### src/rtl/uart_pkg.sv
// uart_pkg: shared UART baud-generator constants and a width helper.
package uart_pkg;
  localparam int UART_CNT_W = 16;
  localparam int UART_FRAC_W = 4;
  localparam int UART_OVERSAMPLE = 16;
  localparam int UART_DEFAULT_DIV = 164;
  function automatic int clog2(input int v);
    int r;
    r = 1;
    for (int i = 1; i < 32; i++) if ((1 << i) < v) r = i + 1;
    return r;
  endfunction
endpackage

### src/rtl/baud_div_core.sv
// baud_div_core: fractional-N period generator producing the raw one-cycle TICK.
module baud_div_core #(
  parameter int CNT_W = 16,
  parameter int FRAC_W = 4
) (
  input  logic              CLK,
  input  logic              RESET,
  input  logic              i_en,
  input  logic              i_clr,
  input  logic [CNT_W-1:0]  i_div_int,
  input  logic [FRAC_W-1:0] i_div_frac,
  output logic              o_wrap,
  output logic              o_tick,
  output logic [CNT_W-1:0]  o_cnt
);
  logic [CNT_W-1:0] r_cnt;
  logic [FRAC_W-1:0] r_acc;
  logic r_tick;
  logic [CNT_W-1:0] w_d;
  logic [FRAC_W:0] w_sum;
  logic [CNT_W:0] w_last;
  // The accumulator carry lengthens this period by one cycle.
  assign w_d = (i_div_int == '0) ? CNT_W'(1) : i_div_int;
  assign w_sum = {1'b0, r_acc} + {1'b0, i_div_frac};
  assign w_last = {1'b0, w_d} - (CNT_W+1)'(1) + (CNT_W+1)'(w_sum[FRAC_W]);
  assign o_wrap = i_en & ~i_clr & ({1'b0, r_cnt} == w_last);
  assign o_tick = r_tick;
  assign o_cnt = r_cnt;
  always_ff @(posedge CLK or posedge RESET) begin
    if (RESET) begin
      r_cnt <= '0;
      r_acc <= '0;
      r_tick <= 1'b0;
    end else if (i_clr) begin
      r_cnt <= '0;
      r_acc <= '0;
      r_tick <= 1'b0;
    end else begin
      r_tick <= o_wrap;
      if (i_en) r_cnt <= o_wrap ? '0 : r_cnt + CNT_W'(1);
      if (o_wrap) r_acc <= w_sum[FRAC_W-1:0];
    end
  end
endmodule

### src/rtl/baud_tick_gen.sv
// baud_tick_gen: programmable baud tick generator with shadowed divisor reload,
// receiver resync, and bit / half-bit ticks derived from the oversample tick.
module baud_tick_gen
  import uart_pkg::*;
#(
  parameter int CNT_W = UART_CNT_W,
  parameter int FRAC_W = UART_FRAC_W,
  parameter int OVERSAMPLE = UART_OVERSAMPLE,
  parameter int DEFAULT_DIV = UART_DEFAULT_DIV
) (
  input  logic              CLK,
  input  logic              RESET,
  input  logic              EN,
  input  logic [CNT_W-1:0]  DIV_INT,
  input  logic [FRAC_W-1:0] DIV_FRAC,
  input  logic              DIV_LOAD,
  input  logic              RESYNC,
  output logic              TICK,
  output logic              BIT_TICK,
  output logic              HALF_TICK,
  output logic [CNT_W-1:0]  Q
);
  localparam int SUB_W = clog2(OVERSAMPLE);
  localparam logic [SUB_W-1:0] SUB_LAST = SUB_W'(OVERSAMPLE - 1);
  localparam logic [SUB_W-1:0] SUB_MID = SUB_W'(OVERSAMPLE / 2 - 1);
  logic [CNT_W-1:0] r_sh_int, r_act_int;
  logic [FRAC_W-1:0] r_sh_frac, r_act_frac;
  logic [SUB_W-1:0] r_sub;
  logic r_bit, r_half;
  logic w_wrap;
  baud_div_core #(.CNT_W(CNT_W), .FRAC_W(FRAC_W)) u_core (
    .CLK(CLK),
    .RESET(RESET),
    .i_en(EN),
    .i_clr(RESYNC),
    .i_div_int(r_act_int),
    .i_div_frac(r_act_frac),
    .o_wrap(w_wrap),
    .o_tick(TICK),
    .o_cnt(Q)
  );
  assign BIT_TICK = r_bit;
  assign HALF_TICK = r_half;
  // Active divisor only changes on a period boundary or a resync, so no period is cut short.
  always_ff @(posedge CLK or posedge RESET) begin
    if (RESET) begin
      r_sh_int <= CNT_W'(DEFAULT_DIV);
      r_sh_frac <= '0;
      r_act_int <= CNT_W'(DEFAULT_DIV);
      r_act_frac <= '0;
      r_sub <= '0;
      r_bit <= 1'b0;
      r_half <= 1'b0;
    end else begin
      if (DIV_LOAD) begin
        r_sh_int <= DIV_INT;
        r_sh_frac <= DIV_FRAC;
      end
      if (RESYNC) begin
        r_act_int <= DIV_LOAD ? DIV_INT : r_sh_int;
        r_act_frac <= DIV_LOAD ? DIV_FRAC : r_sh_frac;
      end else if (w_wrap) begin
        r_act_int <= r_sh_int;
        r_act_frac <= r_sh_frac;
      end
      if (RESYNC) r_sub <= '0;
      else if (w_wrap) r_sub <= (r_sub == SUB_LAST) ? '0 : r_sub + SUB_W'(1);
      r_bit <= w_wrap & (r_sub == SUB_LAST);
      r_half <= w_wrap & (r_sub == SUB_MID);
    end
  end
endmodule

### config.mk
export PLATFORM = sky130hd
export DESIGN_NAME = baud_tick_gen
export DESIGN_NICKNAME = d
export VERILOG_FILES = /design/src/rtl/uart_pkg.sv /design/src/rtl/baud_div_core.sv /design/src/rtl/baud_tick_gen.sv
export SDC_FILE = /design/constraint.sdc
export NUM_CORES = 1
export LEC_CHECK = 0
export BUFFER_PORTS_ARGS = -buffer_cell sky130_fd_sc_hd__clkbuf_2
export CAP_MARGIN = 20
export CORE_MARGIN = 2
export CORE_UTILIZATION = 60
export CTS_CLUSTER_DIAMETER = 200
export DETAILED_ROUTE_END_ITERATION = 7
export GPL_ROUTABILITY_DRIVEN = 0
export GPL_TIMING_DRIVEN = 0
export PLACE_DENSITY = 0.8
export SETUP_SLACK_MARGIN = 0.4
export SYNTH_ARGS = -nofsm -noshare
export SYNTH_HDL_FRONTEND = slang
export SYNTH_HIERARCHICAL = 1
export SYNTH_SLANG_ARGS = --single-unit
### constraint.sdc
create_clock -name CLK -period 6 [get_ports CLK]
set_input_delay 1.2 -clock CLK [delete_from_list [all_inputs] [get_ports CLK]]
set_output_delay 1.2 -clock CLK [all_outputs]
set_load 0.02 [all_outputs]
==> results.sh <==
export IMPL_grt_max_degree=75
export IMPL_p_int_mw=0.986
export IMPL_ctsResizeCount=0
export IMPL_synth_fa_ha_area_share_pct=2.21
export IMPL_async_flop_share_pct=100
export IMPL_worst_pin_slew_ns=0.890
export IMPL_synthXorXnorAreaFrac_pct=8.21
export IMPL_cts_root_buffer_cell="clkbuf_8"
export IMPL_vias=4476
export IMPL_syn2layout_area_growth_pct=11.1
export IMPL_maxClockFrequency_ghz=0.191
export IMPL_worst_slack_ns=0.765
export IMPL_regArea_mm2=0.00238
export IMPL_rsz0062_at_grt="false"
export IMPL_drc_errors=0
export IMPL_clock_skew_ns=0.0111
export IMPL_syn_nets=585
export IMPL_synth_compound_area_share_pct=8.97
export IMPL_seq_area_frac_synth_pct=43.8
export IMPL_drt_iter0_markers=371
export IMPL_grt_use_total_pct=25.7
export IMPL_yosys_warnings=6
export IMPL_post_route_min_period_ns=5.24
export IMPL_worst_r2r_path_depth=17
export IMPL_cts_buffer_depth=2
export IMPL_synth_top_area_share_pct=40.9
export IMPL_pre_cts_slack_ns=0.567
export IMPL_ios=44
export IMPL_synthMuxAreaShare_pct=9.31
export IMPL_grt_pass1_wl_mm=20.3
export IMPL_synthTopCellsByCount="dfrtp_1 (89), nand2_1 (53), nor2_1 (46)"
export IMPL_hold_path_depth=1
export IMPL_initial_core_util_pct=62.1
export IMPL_numCtsBuffers=9
export IMPL_fp_dieH_um=99.2
export IMPL_antenna_found_initial=0
export IMPL_pwr_share_comb_pct=12.3
export IMPL_die_area_mm2=0.00985
export IMPL_synth_seq_cells=95
export IMPL_wl_per_cell_um=17.0
export IMPL_p_seq_share_pct=51.9
export IMPL_filler_cell_count=669
export IMPL_synth_simple_area_share_pct=24.3
export IMPL_drive_gt1_share_pct=18.6
export IMPL_final_nets=638
export IMPL_final_max_slew_viol_count=0
export IMPL_synth_cell_type_count=65
export IMPL_synth_ff_type="dfrtp_1"
export IMPL_cts_sinks=95
export IMPL_path_max_fanout=10
export IMPL_yosysTopAreaCell="dfrtp_1"
export IMPL_synth_edf_count=0
export IMPL_p_leak_nw=2.58
export IMPL_power_per_cell_area_mw_per_mm2=225
export IMPL_syn_area_per_cell_um2=9.88
export IMPL_wl_mm=12.2
export IMPL_die_w_um=99.2
export IMPL_drtAntennaViolNets=0
export IMPL_required_ns=6.28
export IMPL_dp_hpwl_mm=8.72
export IMPL_cap_violations=0
export IMPL_startpoint="r_act_frac[0]"
export IMPL_portBuffers=42
export IMPL_ir_worst_vdd_mv=0.127
export IMPL_post_synth_top_count_cell="dfrtp_1"
export IMPL_synth_top_family_by_area="simple AND/OR/NAND/NOR gates"
export IMPL_cts_hold_buf=0
export IMPL_cp_arrival_ns=5.51
export IMPL_setup_viol=0
export IMPL_p_sw_share_pct=27.5
export IMPL_synth_area_mm2=0.00544
export IMPL_worstHoldStart="r_sh_frac[0]"
export IMPL_coreArea_mm2=0.00876
export IMPL_syn_inst=551
export IMPL_outcome="finished, final reports clean"
export IMPL_startpoint_type="register"
export IMPL_tns_ns=0
export IMPL_hp_class="reg -> reg"
export IMPL_clk_pin_slew_worst_paths_ns=0.10
export IMPL_finalCritPeriodShare_pct=87.3
export IMPL_synth_area_leaders="dfrtp_1 (41%), xor2_1 (4.8%), mux2i_1 (4.4%), mux2_2 (4.3%), nand2_1 (3.7%)"
export IMPL_worstSetupPathType="reg -> reg"
export IMPL_multi_input_area_mm2=0.00291
export IMPL_slew_headroom_pct=40.6
export IMPL_critPathCaptureType="register"
export IMPL_diodes=0
export IMPL_std_cell_rows=34
export IMPL_h_tree_depth=3
export IMPL_rr_startpoint="r_act_frac[0]"
export IMPL_pwr_share_clk_pct=35.8
export IMPL_grt_overflow=0
export IMPL_hold_viol=0
export IMPL_cts_tree="done"
export IMPL_cts_setup_buffers=0
export IMPL_grt_pass1_vias=4157
export IMPL_vias_per_cell=6.24
export IMPL_clk_latency_ns=0.37
export IMPL_dr_pass1_iters=5
export IMPL_p_sw_mw=0.374
[through the flow]
step | util, % | power, mW | area, um^2 | hold WS [ns] | cells
6_report | 69.0 | 1.36 | 6040 | 0.533 | 717
5_1_grt | 69.0 | 1.42 | 6040 | 0.549 | 717
4_1_cts | 68.7 | 1.36 | 6020 | 0.537 | 717
3_5_place_dp | 66.1 | 0.884 | 5790 | 0.514 | 701
3_3_place_gp | 66.0 | 0.874 | 5790 | 0.504 | 701
2_1_floorplan | - | 0.835 | 5440 | 0.478 | 551
[registers in the layout, summed over array words and instances (netlist names)]
| signal | cells |
|---|---|
| r_sub | 32 |
| BIT_TICK | 1 |
| u_core/o_cnt | 16 |
| r_sh_frac | 4 |
| r_act_int | 16 |
| r_sh_int | 16 |
| u_core/r_acc | 4 |
| u_core/o_tick | 1 |
| r_act_frac | 4 |
| HALF_TICK | 1 |
[kinds of logic after synthesis]
logic type	Yosys count
DFF	95
adders and majority gates	9
buffers and inverters	38
and+or+nand+nor	240
xor gates and xnor gates	51
muxes	47
AOI/OAI and AO/OA	71
[path summary, 6_finish.rpt]
check                                   end  slack [ns]
min in group asynchronous  u_core/o_cnt[11]        0.99
hold / removal                 r_sh_frac[0]        0.53
setup / recovery                  r_sub[28]        0.76
hold reg to reg                r_sh_frac[0]        0.53
setup reg to reg                  r_sub[28]        0.76
max in group asynchronous         r_sub[26]        4.41
[critical path: stages, from the launching register on]
cell	delay, ns
dfrtp_1	0.40
ha_1	0.24
fa_1	0.43
a21o_1	0.19
a21oi_1	0.14
ha_1	0.23
ha_1	0.29
or3b_2	0.52
nor4_1	0.26
o211ai_1	0.15
a311oi_1	0.46
nor4b_1	0.33
clkbuf_2	0.30
nor2b_1	0.15
clkbuf_1	0.27
clkbuf_1	0.39
nand3_1	0.15
a31oi_1	0.24
[metal layers]
layer	routed length, um	vias to the layer above	global-route usage [%]	part of all wire, %
li1	-	2109	-	-
met1	5820	2171	38.3	48
met2	5400	175	38.7	44
met3	788	21	3.44	6.5
met4	202	0	9.38	1.7
met5	0	-	0	0
[cell type report]
class / count / share of cell area, %
Inverter: 10 / 0.662
Timing Repair Buffer: 42 / 3.48
Multi-Input combinational cell: 418 / 48.1
Clock buffer: 9 / 2.05
Tap cell: 108 / 2.24
Sequential cell: 95 / 39.5
Clock inverter: 7 / 1.72
Buffer: 28 / 2.26
[power groups by stage]
stage               logic (mW)  clock network, mW  registers [mW]
floorplan                0.127                  0           0.709
global placement         0.158                  0           0.716
detailed placement       0.166                  0           0.718
CTS                      0.167              0.488           0.705
global route             0.188              0.518           0.711
finish                   0.168              0.487           0.706
[layout by cell type (no fill, tap or decap), drive strengths merged, types with 7 or more instances in the layout]
| cell type | count |
|---|---|
| nand3 | 18 |
| mux2i | 24 |
| inv | 12 |
| nand4 | 19 |
| o21ai | 25 |
| a31oi | 7 |
| mux2 | 23 |
| o211ai | 7 |
| dfrtp | 89 |
| buf | 11 |
| xnor2 | 21 |
| nor4 | 11 |
| and4 | 8 |
| nand2 | 53 |
| nor2 | 47 |
| nor3 | 25 |
| clkbuf | 68 |
| xor2 | 30 |
| ha | 8 |
| and3 | 13 |
No activity file was read; power rests on OpenSTA's default activity.
